## src/rtl/loader_pkg.sv

```systemverilog
// Shared types and constants for the serial instruction-memory bootloader.
package loader_pkg;

    typedef enum logic [2:0] {
        IDLE,
        LEN0,
        LEN1,
        DATA,
        CHK,
        FAIL
    } loader_state_t;

    localparam logic [7:0]  SYNC_BYTE = 8'hA5;
    localparam int unsigned CHK_W     = 8;

endpackage

```

## src/rtl/word_packer.sv

```systemverilog
// Assembles four little-endian bytes into a 32-bit word; word_valid_o pulses
// the cycle after the fourth byte is taken.
module word_packer (
    input  logic        clk_i,
    input  logic        rst_i,
    input  logic        clr_i,
    input  logic        byte_valid_i,
    input  logic [7:0]  byte_i,
    output logic [1:0]  idx_o,
    output logic [31:0] word_o,
    output logic        word_valid_o
);
    logic [1:0] idx_q, idx_d;
    logic       word_valid_q, word_valid_d;

    always_comb begin
        idx_d        = idx_q;
        word_valid_d = 1'b0;
        if (clr_i) begin
            idx_d = '0;
        end else if (byte_valid_i) begin
            idx_d        = idx_q + 2'd1;
            word_valid_d = (idx_q == 2'd3);
        end
    end

    always_ff @(posedge clk_i or posedge rst_i) begin
        if (rst_i) begin
            idx_q        <= '0;
            word_valid_q <= 1'b0;
        end else begin
            idx_q        <= idx_d;
            word_valid_q <= word_valid_d;
        end
    end

    // One register per byte lane, loaded when the index points at it.
    for (genvar gi = 0; gi < 4; gi++) begin : g_lane
        logic [7:0] lane_q;

        always_ff @(posedge clk_i or posedge rst_i) begin
            if (rst_i) begin
                lane_q <= '0;
            end else if (byte_valid_i && !clr_i && (idx_q == 2'(gi))) begin
                lane_q <= byte_i;
            end
        end

        assign word_o[gi*8 +: 8] = lane_q;
    end

    assign idx_o        = idx_q;
    assign word_valid_o = word_valid_q;

endmodule

```

## src/rtl/imem_loader.sv

```systemverilog
// Serial bootloader: frames A5/LEN/payload bytes into instruction-memory writes.
// Define IMEM_LOADER_CHECKSUM_EN to require a trailing 8-bit payload checksum.
module imem_loader
    import loader_pkg::*;
#(
    parameter int unsigned MAX_WORDS      = 8192,
    parameter int unsigned TIMEOUT_CYCLES = 5_000_000
) (
    input  logic        clk_i,
    input  logic        rst_i,
    input  logic [7:0]  rx_data_i,
    input  logic        rx_valid_i,
    output logic [29:0] imem_a_o,
    output logic        imem_we_o,
    output logic [31:0] imem_wd_o,
    output logic        cpu_reset_o,
    output logic        busy_o,
    output logic        done_o,
    output logic        error_o
);
    localparam int unsigned     TMO_W    = $clog2(TIMEOUT_CYCLES + 1);
    localparam logic [TMO_W-1:0] TMO_LAST = TMO_W'(TIMEOUT_CYCLES - 1);
    localparam logic [TMO_W-1:0] TMO_SAT  = TMO_W'(TIMEOUT_CYCLES);

    loader_state_t    state_q, state_d;
    logic [7:0]       len_lo_q, len_lo_d;
    logic [15:0]      len_q, len_d;
    logic [29:0]      addr_q, addr_d;
    logic [TMO_W-1:0] tmo_q, tmo_d;
    logic             cpu_reset_q, cpu_reset_d;
    logic             busy_q, busy_d;
    logic             done_q, done_d;
    logic             error_q, error_d;

    logic [15:0] len_new;
    logic        in_frame;
    logic        last_word;
    logic        pack_clr;
    logic        pack_valid;
    logic [1:0]  pack_idx;
    logic [31:0] pack_word;
    logic        pack_word_valid;

`ifdef IMEM_LOADER_CHECKSUM_EN
    logic [CHK_W-1:0] sum_q, sum_d;
`endif

    assign len_new   = {rx_data_i, len_lo_q};
    assign in_frame  = (state_q == LEN0) || (state_q == LEN1) ||
                       (state_q == DATA) || (state_q == CHK);
    assign last_word = (addr_q == (30'(len_q) - 30'd1));

    word_packer u_packer (
        .clk_i        (clk_i),
        .rst_i        (rst_i),
        .clr_i        (pack_clr),
        .byte_valid_i (pack_valid),
        .byte_i       (rx_data_i),
        .idx_o        (pack_idx),
        .word_o       (pack_word),
        .word_valid_o (pack_word_valid)
    );

    always_comb begin
        state_d    = state_q;
        len_lo_d   = len_lo_q;
        len_d      = len_q;
        addr_d     = addr_q;
        tmo_d      = '0;
        done_d     = 1'b0;
        pack_clr   = 1'b0;
        pack_valid = 1'b0;
`ifdef IMEM_LOADER_CHECKSUM_EN
        sum_d      = sum_q;
`endif
        // The address advances while the word it names is on the write port.
        if (pack_word_valid) begin
            addr_d = addr_q + 30'd1;
        end
        if (in_frame && !rx_valid_i) begin
            tmo_d = (tmo_q == TMO_SAT) ? tmo_q : tmo_q + TMO_W'(1);
        end

        case (state_q)
            IDLE, FAIL: begin
                if (rx_valid_i && (rx_data_i == SYNC_BYTE)) begin
                    state_d  = LEN0;
                    addr_d   = '0;
                    pack_clr = 1'b1;
`ifdef IMEM_LOADER_CHECKSUM_EN
                    sum_d    = '0;
`endif
                end
            end
            LEN0: begin
                if (rx_valid_i) begin
                    len_lo_d = rx_data_i;
                    state_d  = LEN1;
                end
            end
            LEN1: begin
                if (rx_valid_i) begin
                    len_d = len_new;
                    if (32'(len_new) > MAX_WORDS) begin
                        state_d = FAIL;
                    end else if (len_new == 16'd0) begin
`ifdef IMEM_LOADER_CHECKSUM_EN
                        state_d = CHK;
`else
                        state_d = IDLE;
                        done_d  = 1'b1;
`endif
                    end else begin
                        state_d = DATA;
                    end
                end
            end
            DATA: begin
                if (rx_valid_i) begin
                    pack_valid = 1'b1;
`ifdef IMEM_LOADER_CHECKSUM_EN
                    sum_d      = sum_q + rx_data_i;
`endif
                    if ((pack_idx == 2'd3) && last_word) begin
`ifdef IMEM_LOADER_CHECKSUM_EN
                        state_d = CHK;
`else
                        state_d = IDLE;
                        done_d  = 1'b1;
`endif
                    end
                end
            end
            CHK: begin
`ifdef IMEM_LOADER_CHECKSUM_EN
                if (rx_valid_i) begin
                    if (rx_data_i == sum_q) begin
                        state_d = IDLE;
                        done_d  = 1'b1;
                    end else begin
                        state_d = FAIL;
                    end
                end
`else
                state_d = IDLE;
`endif
            end
            default: state_d = IDLE;
        endcase

        if (in_frame && !rx_valid_i && (tmo_q == TMO_LAST)) begin
            state_d = FAIL;
            done_d  = 1'b0;
        end

        // Flags follow the state being entered so they are valid one cycle after the byte.
        cpu_reset_d = (state_d != IDLE);
        busy_d      = (state_d == LEN0) || (state_d == LEN1) ||
                      (state_d == DATA) || (state_d == CHK);
        error_d     = (state_d == FAIL);
    end

    always_ff @(posedge clk_i or posedge rst_i) begin
        if (rst_i) begin
            state_q     <= IDLE;
            len_lo_q    <= '0;
            len_q       <= '0;
            addr_q      <= '0;
            tmo_q       <= '0;
            cpu_reset_q <= 1'b0;
            busy_q      <= 1'b0;
            done_q      <= 1'b0;
            error_q     <= 1'b0;
        end else begin
            state_q     <= state_d;
            len_lo_q    <= len_lo_d;
            len_q       <= len_d;
            addr_q      <= addr_d;
            tmo_q       <= tmo_d;
            cpu_reset_q <= cpu_reset_d;
            busy_q      <= busy_d;
            done_q      <= done_d;
            error_q     <= error_d;
        end
    end

`ifdef IMEM_LOADER_CHECKSUM_EN
    always_ff @(posedge clk_i or posedge rst_i) begin
        if (rst_i) begin
            sum_q <= '0;
        end else begin
            sum_q <= sum_d;
        end
    end
`endif

    assign imem_a_o    = addr_q;
    assign imem_we_o   = pack_word_valid;
    assign imem_wd_o   = pack_word;
    assign cpu_reset_o = cpu_reset_q;
    assign busy_o      = busy_q;
    assign done_o      = done_q;
    assign error_o     = error_q;

endmodule

```

## config.mk

```make
export PLATFORM = sky130hd
export DESIGN_NAME = imem_loader
export DESIGN_NICKNAME = d
export VERILOG_FILES = /design/src/rtl/loader_pkg.sv /design/src/rtl/word_packer.sv /design/src/rtl/imem_loader.sv
export SDC_FILE = /design/constraint.sdc
export NUM_CORES = 1
export LEC_CHECK = 0
export CAP_MARGIN = 10
export CORE_MARGIN = 2
export CORE_UTILIZATION = 50
export DETAILED_ROUTE_END_ITERATION = 16
export PLACE_DENSITY_LB_ADDON = 0.25
export REMOVE_ABC_BUFFERS = 1
export SYNTH_ARGS = -nofsm -noshare
export SYNTH_HDL_FRONTEND = slang
export SYNTH_HIERARCHICAL = 1
export SYNTH_SLANG_ARGS = --single-unit
export TNS_END_PERCENT = 5
```

## constraint.sdc

```tcl
create_clock -name clk_i -period 3.33 [get_ports clk_i]
set_clock_uncertainty 0.2 [all_clocks]
set_input_delay 0.4995 -clock clk_i [delete_from_list [all_inputs] [get_ports clk_i]]
set_output_delay 0.4995 -clock clk_i [all_outputs]
set_load 0.02 [all_outputs]
```

# Word level (Yosys, flattened, before mapping)
# Index checks and enable logic that the tools add are counted.
[op_classes]
bitwise = 0
n_shift = 0
mul = 0
div = 0
reduce_logical = 25
addsub = 4
eq_ne = 18
mux = 29
magnitude_cmp = 1
[ops]
columns = ["cell", "n"]
rows = [
  ["30-bit two-way mux", 3],
  ["23-bit equality test, second input constant", 2],
  ["23-bit two-way mux", 2],
  ["30-bit by 1-bit adder with 30-bit output, second input constant", 1],
  ["30-bit equality test", 1],
  ["23-bit by 1-bit adder with 23-bit output, second input constant", 1],
  ["3-bit two-way mux", 7],
  ["16-bit by 1-bit subtractor with 17-bit output, second input constant", 1],
  ["16-bit by 14-bit greater-than comparator with 1-bit output, second input constant", 1],
  ["16-bit zero test", 1],
  ["3-bit by 2-bit equality test with 1-bit output, second input constant", 4],
  ["3-bit equality test, second input constant", 4],
  ["1-bit two-way mux", 12],
  ["3-bit case mux with 4 select lines", 1],
  ["1-bit logical AND", 9],
  ["8-bit equality test, second input constant", 1],
  ["3-bit by 1-bit equality test with 1-bit output, second input constant", 2],
  ["1-bit logical OR", 6],
  ["2-bit two-way mux", 3],
  ["2-bit equality test, second input constant", 2],
  ["2-bit AND reduction", 2],
  ["3-bit zero test", 1],
  ["3-bit nonzero test", 1],
  ["2-bit by 1-bit adder with 2-bit output, second input constant", 1],
  ["7 further kinds", 8],
]
[word_totals]
latch_bits = 0
elab_cells = 92
ramBits = 0
input_bits = 11
romBits = 0
output_inout_bits = 67
register_bits = 119
n_memories = 0

# Depth between registers and ports, before layout
# Gate-level depths: netlist of run 1.
[logic_depth]
word_depth = 11
ltp_mapped = 9

# Cells and area by module
# Netlist of run 1, hierarchy kept.
[by_module_without_submodules]
columns = ["mod", "n_inst", "seq_area_each_um2", "cells_each", "area_each_um2"]
rows = [
  ["imem_loader", 1, 2102.0, 485, 4704.5],
  ["word_packer", 1, 875.8, 84, 1422.6],
]

# Least setup slack after synthesis of run 1
# No wires, ideal clock.
[synth_path]
path_type = "input port to flip-flop"
from = "input rx_data_i[1]"
to = "register u_packer.g_lane[3].lane_q[0]"
t_arrival_ps = 2547
path_stages = 6
required_time_ps = 3005
n_path_buf = 1
path_slack_ps = 458
setup_ps = 125
path_cell_list = "or3_1 or4_1 nor3_1 buf_2 nand3b_4 mux2_2"
[synth_between]
elab_chain_len = 7
[synth_lines]
columns = ["element", "line", "rtl"]
rows = [
  ["start: declaration", "imem_loader.sv:11", "input logic [7:0] rx_data_i,"],
  ["8-bit equality test", "imem_loader.sv:86", "if (rx_valid_i && (rx_data_i == SYNC_BYTE)) begin"],
  ["1-bit logical AND", "imem_loader.sv:86", ""],
  ["1-bit two-way mux", "imem_loader.sv:86", ""],
  ["1-bit two-way mux", "imem_loader.sv:84", "case (state_q)"],
  ["via pack_clr", "imem_loader.sv:38", "logic pack_clr;"],
  ["1-bit zero test", "word_packer.sv:44", "end else if (byte_valid_i && !clr_i && (idx_q == 2'(gi))) begin"],
  ["1-bit logical AND (2 in series)", "word_packer.sv:44", ""],
  ["end signal: assignment", "word_packer.sv:45", "lane_q <= byte_i;"],
  ["end: declaration", "word_packer.sv:39", "logic [7:0] lane_q;"],
]
# The timed path passes the listed nets, and every way through them passes these cells.
# A chain may end at the register's enable or synchronous reset.

# Worst setup path after layout of run 1
[layout_path]
from = "register len_q[0]"
to = "register busy_q, in the netlist busy_o"
[layout_between]
elab_chain_len = 11
elab_cells_between_ends = 14
[layout_lines]
columns = ["element", "line", "rtl"]
rows = [
  ["start: declaration", "imem_loader.sv:27", "logic [15:0] len_q, len_d;"],
  ["start signal: assignment", "imem_loader.sv:177", "len_q <= len_d;"],
  ["16-bit by 1-bit subtractor with 17-bit output *", "imem_loader.sv:51", "assign last_word = (addr_q == (30'(len_q) - 30'd1));"],
  ["30-bit equality test *", "imem_loader.sv:51", ""],
  ["1-bit logical AND *", "imem_loader.sv:124", "if ((pack_idx == 2'd3) && last_word) begin"],
  ["3-bit two-way mux *", "imem_loader.sv:124", ""],
  ["3-bit two-way mux *", "imem_loader.sv:119", "if (rx_valid_i) begin"],
  ["3-bit case mux with 4 select lines *", "imem_loader.sv:84", ""],
  ["3-bit two-way mux *", "imem_loader.sv:151", "if (in_frame && !rx_valid_i && (tmo_q == TMO_LAST)) begin"],
  ["3-bit by 1-bit equality test with 1-bit output or 3-bit by 2-bit equality test with 1-bit output (tied branches)", "imem_loader.sv:158", "busy_d = (state_d == LEN0) || (state_d == LEN1) ||"],
  ["1-bit logical OR (2 in series)", "imem_loader.sv:158", ""],
  ["1-bit logical OR *", "imem_loader.sv:159", "(state_d == DATA) || (state_d == CHK);"],
  ["via busy_d", "imem_loader.sv:31", "logic busy_q, busy_d;"],
  ["end signal: assignment", "imem_loader.sv:181", "busy_q <= busy_d;"],
  ["end: declaration", "imem_loader.sv:31", ""],
]
# Mark *: on every way through the listed nets, which the timed path passes. The rest lies on a longest branch.

==> results of run 1 <==
-- critical path, cell delays in order, from the launching register on --
cell and delay, ps:
dfrtp_1 460, inv_1 110, ha_1 240, nor2b_1 400, and4_1 350, mux2_1 340
mux2i_1 160, a32oi_2 110, o311ai_4 350, a21oi_1 120
-- sequential cells by signal, summed over array words and instances, names as in the netlist --
register / cells
u_packer/word_valid_o: 1
u_packer/g_lane.lane_q: 32
len_q: 16
cpu_reset_o: 1
busy_o: 1
tmo_q: 23
imem_a_o: 30
error_o: 1
state_q: 3
done_o: 1
u_packer/idx_o: 2
len_lo_q: 8
-- where the power goes --
group          switching [µW]  internal, µW  total (µW)
registers                 441          1770        2210
clock network             672          1200        1870
logic                     930           886        1820
total                    2040          3860        5900
-- cell usage in the layout (no fill, tap or decap), types with 4 or more instances in the layout --
master	instances
dfrtp_1	119
clkdlybuf4s50_1	77
nor2_1	74
mux2_2	52
nand2_1	38
xor2_1	32
xnor2_1	31
nand3_1	21
inv_1	19
clkbuf_16	17
buf_4	17
o21ai_0	14
a21oi_1	14
nor4_1	13
nor3_1	13
or3_1	12
nand4_1	9
and3_1	8
ha_1	8
mux2i_1	6
nand2b_1	4
clkinv_4	4
nand3b_4	4
-- layer usage --
metal / share of wire [%] / vias up / routed length [µm] / global-route usage [%]
met3: 5.8 / 21 / 809 / 6.19
met2: 49 / 127 / 6850 / 36.3
li1: - / 2216 / - / -
met5: 0 / - / 0 / 0
met4: 1.7 / 0 / 243 / 10.1
met1: 44 / 2280 / 6110 / 30.3
-- final cells by class --
| type | count | area, µm² | share of cell area [%] |
|---|---|---|---|
| inverters | 20 | 76.3 | 0.982 |
| clock buffers | 18 | 439 | 5.65 |
| repair buffers | 95 | 918 | 11.8 |
| multi-input cells | 415 | 3000 | 38.6 |
| flip-flops and latches | 119 | 2980 | 38.3 |
| clock inverters | 14 | 175 | 2.25 |
| well taps | 147 | 184 | 2.37 |
-- through the flow --
stage	setup TNS (ps)	hold slack [ps]	instance area, µm²	power (µW)	worst slack (ps)
2_1_floorplan	-53440	268	6040	3340	-1140
3_3_place_gp	0	290	7160	3960	166
3_5_place_dp	0	294	7160	4030	62.4
4_1_cts	0	179	7770	5940	382
5_1_grt	0	208	7770	6260	167
6_report	0	192	7770	5900	357
-- cells by family (layout without fill, tap and decap cells) --
kind of cell / after synthesis / after routing / share of synthesized area (%)
muxes: 60 / 60 / 11.0
adders and majority gates: 8 / 8 / 1.63
AOI/OAI and AO/OA: 53 / 53 / 6.17
and+or+nand+nor: 231 / 231 / 20.9
buffers and inverters: 35 / 147 / 2.72
DFF: 119 / 119 / 48.6
xor gates and xnor gates: 63 / 63 / 9.01
-- worst max-delay path by stage --
stage               slack, ps                      endpoint  depth (start not counted)         start
finish                    360                        busy_o                          9      len_q[0]
global route              170                        busy_o                          9      len_q[0]
CTS                       380                        busy_o                          9      len_q[0]
detailed placement         60  u_packer/g_lane[3].lane_q[3]                          6  rx_data_i[1]
global placement          170  u_packer/g_lane[3].lane_q[4]                          6  rx_data_i[1]
floorplan               -1140  u_packer/g_lane[3].lane_q[0]                          5  rx_data_i[1]
==> flow_summary.ini, run 1 <==
[run_status]
outcome = completed

[synthesis]
synth_top_area_cell = dfrtp_1
synth_area_um2 = 6130
synthDistinctLibCells = 66
synthDominantCellAreaShare_pct = 48.6
synth_ff_type = dfrtp_1
async_flop_share_pct = 100
synthTopCellsByArea = dfrtp_1 (49%), mux2_2 (9.6%), xor2_1 (4.6%)
synth-edff-count = 0
ys_ff_latch = 119
ys_warn_count = 6
yosysSeqAreaShare_pct = 48.6
synthesis.instances = 569
synthTopCellsByCount = dfrtp_1 (119), nor2_1 (74), mux2_2 (52), nand2_1 (38), xor2_1 (32)
synth_most_common_cell = dfrtp_1
syn_area_per_cell_um2 = 10.8

[clocking]
htree_num_levels = 4
cts_root_buffer = clkbuf_16
cts_max_path_buffers = 2
cts_buffers = 17
clkTransAtPathRegs_ps = 60
clk_latency_ps = 420
cts-hold-fix-buffers = 0
numClockSinks = 119
cts_tree = built
cts_setup_buffers = 0
post_cts.resized_instances = 0

[sta]
layout_min_cycle_time_ps = 2970
fin_crit_sh_pct = 89.3
relSlewSlack_pct = 58.6
worst-slew-pin-transition_ps = 615
rsz0062_at_grt = false
max_freq_ghz = 0.336
setup_viol = 0
hold_viol = 0
final_max_slew_viol_count = 0

[route]
final_antenna_net_count = 0
first_pass_iters = 4
avgViaCountPerCell = 5.61
routed_wl_mm = 14.0
wire_per_inst_um = 16.9
drc = 0
drt_first_iter_violations = 214
vias = 4644

[pwr]
power.density_nw_per_um2 = 760
p_leak_uw = 0.00335
ir_worst_vdd_v = 0.000354

[setup_path]
cp.required_ps = 3410
crit_arrival_ps = 3060
regToRegSetupSlack_ps = 360
cp-start-kind = flop
cp-end-kind = flop
crit-reg2reg-launch = len_q[0]
reg2reg_to = busy_o
reg2reg_depth = 9
crit_path_max_fanout = 6
criticalPathCategory = reg2reg

[layout]
diodes = 0
final_nets = 687
finalNonFillerCells = 828
syn_to_final_growth_pct = 26.8
finish.utilization_pct = 64.7
drive_above_1_share_pct = 18.4
fillers = 970

[worst_hold_path]
hold_class = in2async

[floorplan]
core-area_um2 = 12000
fp.dieW_um = 115
ios = 78
die_h_um = 115
die_area_um2 = 13200
rows = 40
start_util_pct = 51.0

[grt]
antenna_found_initial = 0
grt_max_degree = 71
grt_pass1_vias = 4740
grt_overflow_total = 0
grt_pass1_wl_mm = 23.7
track_usage_pct = 23.1

[flow_run]
cap_violations = 0

[placed_design]
gpl.final_weighted_congestion = 0.819
hpwl_mm = 9.79
io_buffers = 77
dpl.cell_count = 796
No activity file was read; power rests on OpenSTA's default activity.
==> run 2: changes to the inputs <==
--- a/config.mk
+++ b/config.mk
@@ -11,6 +11,7 @@
 export DETAILED_ROUTE_END_ITERATION = 16
 export PLACE_DENSITY_LB_ADDON = 0.25
 export REMOVE_ABC_BUFFERS = 1
+export SETUP_SLACK_MARGIN = 0.1
 export SYNTH_ARGS = -nofsm -noshare
 export SYNTH_HDL_FRONTEND = slang
 export SYNTH_HIERARCHICAL = 1
==> results of run 2 <==
No change in the layout: final DEF, timing and power equal those of run 1.
==> run 3: changes to the inputs <==
--- a/config.mk
+++ b/config.mk
@@ -7,9 +7,9 @@
 export LEC_CHECK = 0
 export CAP_MARGIN = 10
 export CORE_MARGIN = 2
-export CORE_UTILIZATION = 50
+export CORE_UTILIZATION = 45
 export DETAILED_ROUTE_END_ITERATION = 16
-export PLACE_DENSITY_LB_ADDON = 0.25
+export PLACE_DENSITY = 0.67
 export REMOVE_ABC_BUFFERS = 1
 export SETUP_SLACK_MARGIN = 0.1
 export SYNTH_ARGS = -nofsm -noshare
==> run 3 against run 2 <==
  * Critical path type unchanged
  * First-iteration DRC count up 70%
  * Via count fell by 0.17%
  * Core utilization decreased by 5.7 points
  * Power increased by 2.4%
  * Fmax up 2.0%
  * Clock power is 7% higher
  * Critical endpoint unchanged
  * Critical path depth stayed put
==> flow_summary.ini, run 3 (synthesis results as in run 1) <==
[layout]
largest_register_ffs = 32
finish.utilization_pct = 59.0
largest_register = u_packer/g_lane.lane_q
fillers = 1097
drive_above_1_share_pct = 18.2
final_cell_mix = dfrtp_1 (119), clkdlybuf4s50_1 (77), nor2_1 (74)
final_nets = 686
layout_commonest_cell = dfrtp_1
diodes = 0
syn_to_final_growth_pct = 28.0
finalNonFillerCells = 856

[floorplan]
die_area_um2 = 14600
rows = 42
start_util_pct = 46.1
fp.dieW_um = 121
core-area_um2 = 13300
die_h_um = 121
ios = 78

[clocking]
cts_buffers = 17
cts-hold-fix-buffers = 0
htree_num_levels = 4
cts_root_buffer = clkbuf_16
cts_tree = built
clk_latency_ps = 410
cts_setup_buffers = 0
cts_max_path_buffers = 2
post_cts.resized_instances = 0
numClockSinks = 119
clkTransAtPathRegs_ps = 60

[worst_hold_path]
hold_class = reg2reg

[sta]
layout_min_cycle_time_ps = 2920
rsz0062_at_grt = false
final_max_slew_viol_count = 0
worst-slew-pin-transition_ps = 774
setup_viol = 0
hold_viol = 0
max_freq_ghz = 0.343
fin_crit_sh_pct = 87.5
relSlewSlack_pct = 48.4
hold_slack_ps = 303

[route]
wl_met3_um = 737
wire_per_inst_um = 16.8
first_pass_iters = 4
avgViaCountPerCell = 5.42
highest_layer = met4
met2_length_mm = 6.61
vias = 4636
routed_wl_mm = 14.4
drc = 0
met1Wirelength_mm = 6.71
drt_first_iter_violations = 364
final_antenna_net_count = 0

[placed_design]
hpwl_mm = 10.1
gpl.final_weighted_congestion = 0.829
dpl.cell_count = 824
io_buffers = 77

[setup_path]
cp-start-kind = flop
cp.required_ps = 3420
crit_path_max_fanout = 6
cp-end-kind = flop
criticalPathCategory = reg2reg
crit_arrival_ps = 3000

[grt]
grt_overflow_total = 0
grt_pass1_vias = 4729
track_usage_pct = 21.3
grt_pass1_wl_mm = 24.1
grt_max_degree = 44
antenna_found_initial = 0

[pwr]
p_leak_uw = 0.00337
total_power_uw = 6050
ir_worst_vdd_v = 0.000443
power.density_nw_per_um2 = 771

[flow_run]
cap_violations = 0

[run_status]
outcome = completed
==> run 3: area by class of cell <==
cell class	instances	area (µm²)	area share [%]
Clock buffer	22	494	6.30
Clock inverter	10	165	2.11
Inverter	20	76.3	0.973
Multi-Input combinational cell	415	3000	38.2
Sequential cell	119	2980	38.0
Tap cell	176	220	2.81
Timing Repair Buffer	94	911	11.6
==> run 3: path summary, 6_finish.rpt <==
kind / from / endpoint / slack [ps] / cells past startpoint
max reg2reg: len_q[0] / busy_o / 410 / 9
min in group asynchronous: rst_i / u_packer/g_lane[1].lane_q[7] / 350 / 3
max: len_q[0] / busy_o / 410 / 9
max in group asynchronous: rst_i / imem_a_o[21] / 1910 / 3
min: u_packer/g_lane[1].lane_q[7] / u_packer/g_lane[1].lane_q[7] / 300 / 1
min reg2reg: u_packer/g_lane[1].lane_q[7] / u_packer/g_lane[1].lane_q[7] / 300 / 1
==> run 3: power breakdown <==
| part | internal [µW] | leakage (µW) | switching, µW |
|---|---|---|---|
| registers | 1770 | 0.00146 | 436 |
| clock network | 1350 | 0.000315 | 659 |
| logic | 884 | 0.00159 | 941 |
| total | 4010 | 0.00337 | 2040 |
==> run 3: routing by layer <==
layer | vias up | global-route usage, %
met3 | 26 | 6.84
met5 | - | 0
li1 | 2209 | -
met2 | 108 | 32.2
met4 | 0 | 8.07
met1 | 2293 | 28.8
==> run 3: worst max-delay path, stage by stage, from the launching register on <==
cell and delay [ps]:
dfrtp_1 450, inv_1 100, ha_1 230, nor2b_1 390
and4_1 360, mux2_1 340, mux2i_1 170, a32oi_2 110
o311ai_4 330, a21oi_1 110
==> run 3: stage by stage <==
stage | worst slack (ps) | setup TNS (ps) | instance area (µm²)
global placement | 156 | 0 | 7180
CTS | 434 | 0 | 7840
detailed placement | 101 | 0 | 7180
finish | 415 | 0 | 7840
floorplan | -1140 | -53440 | 6040
global route | 233 | 0 | 7840
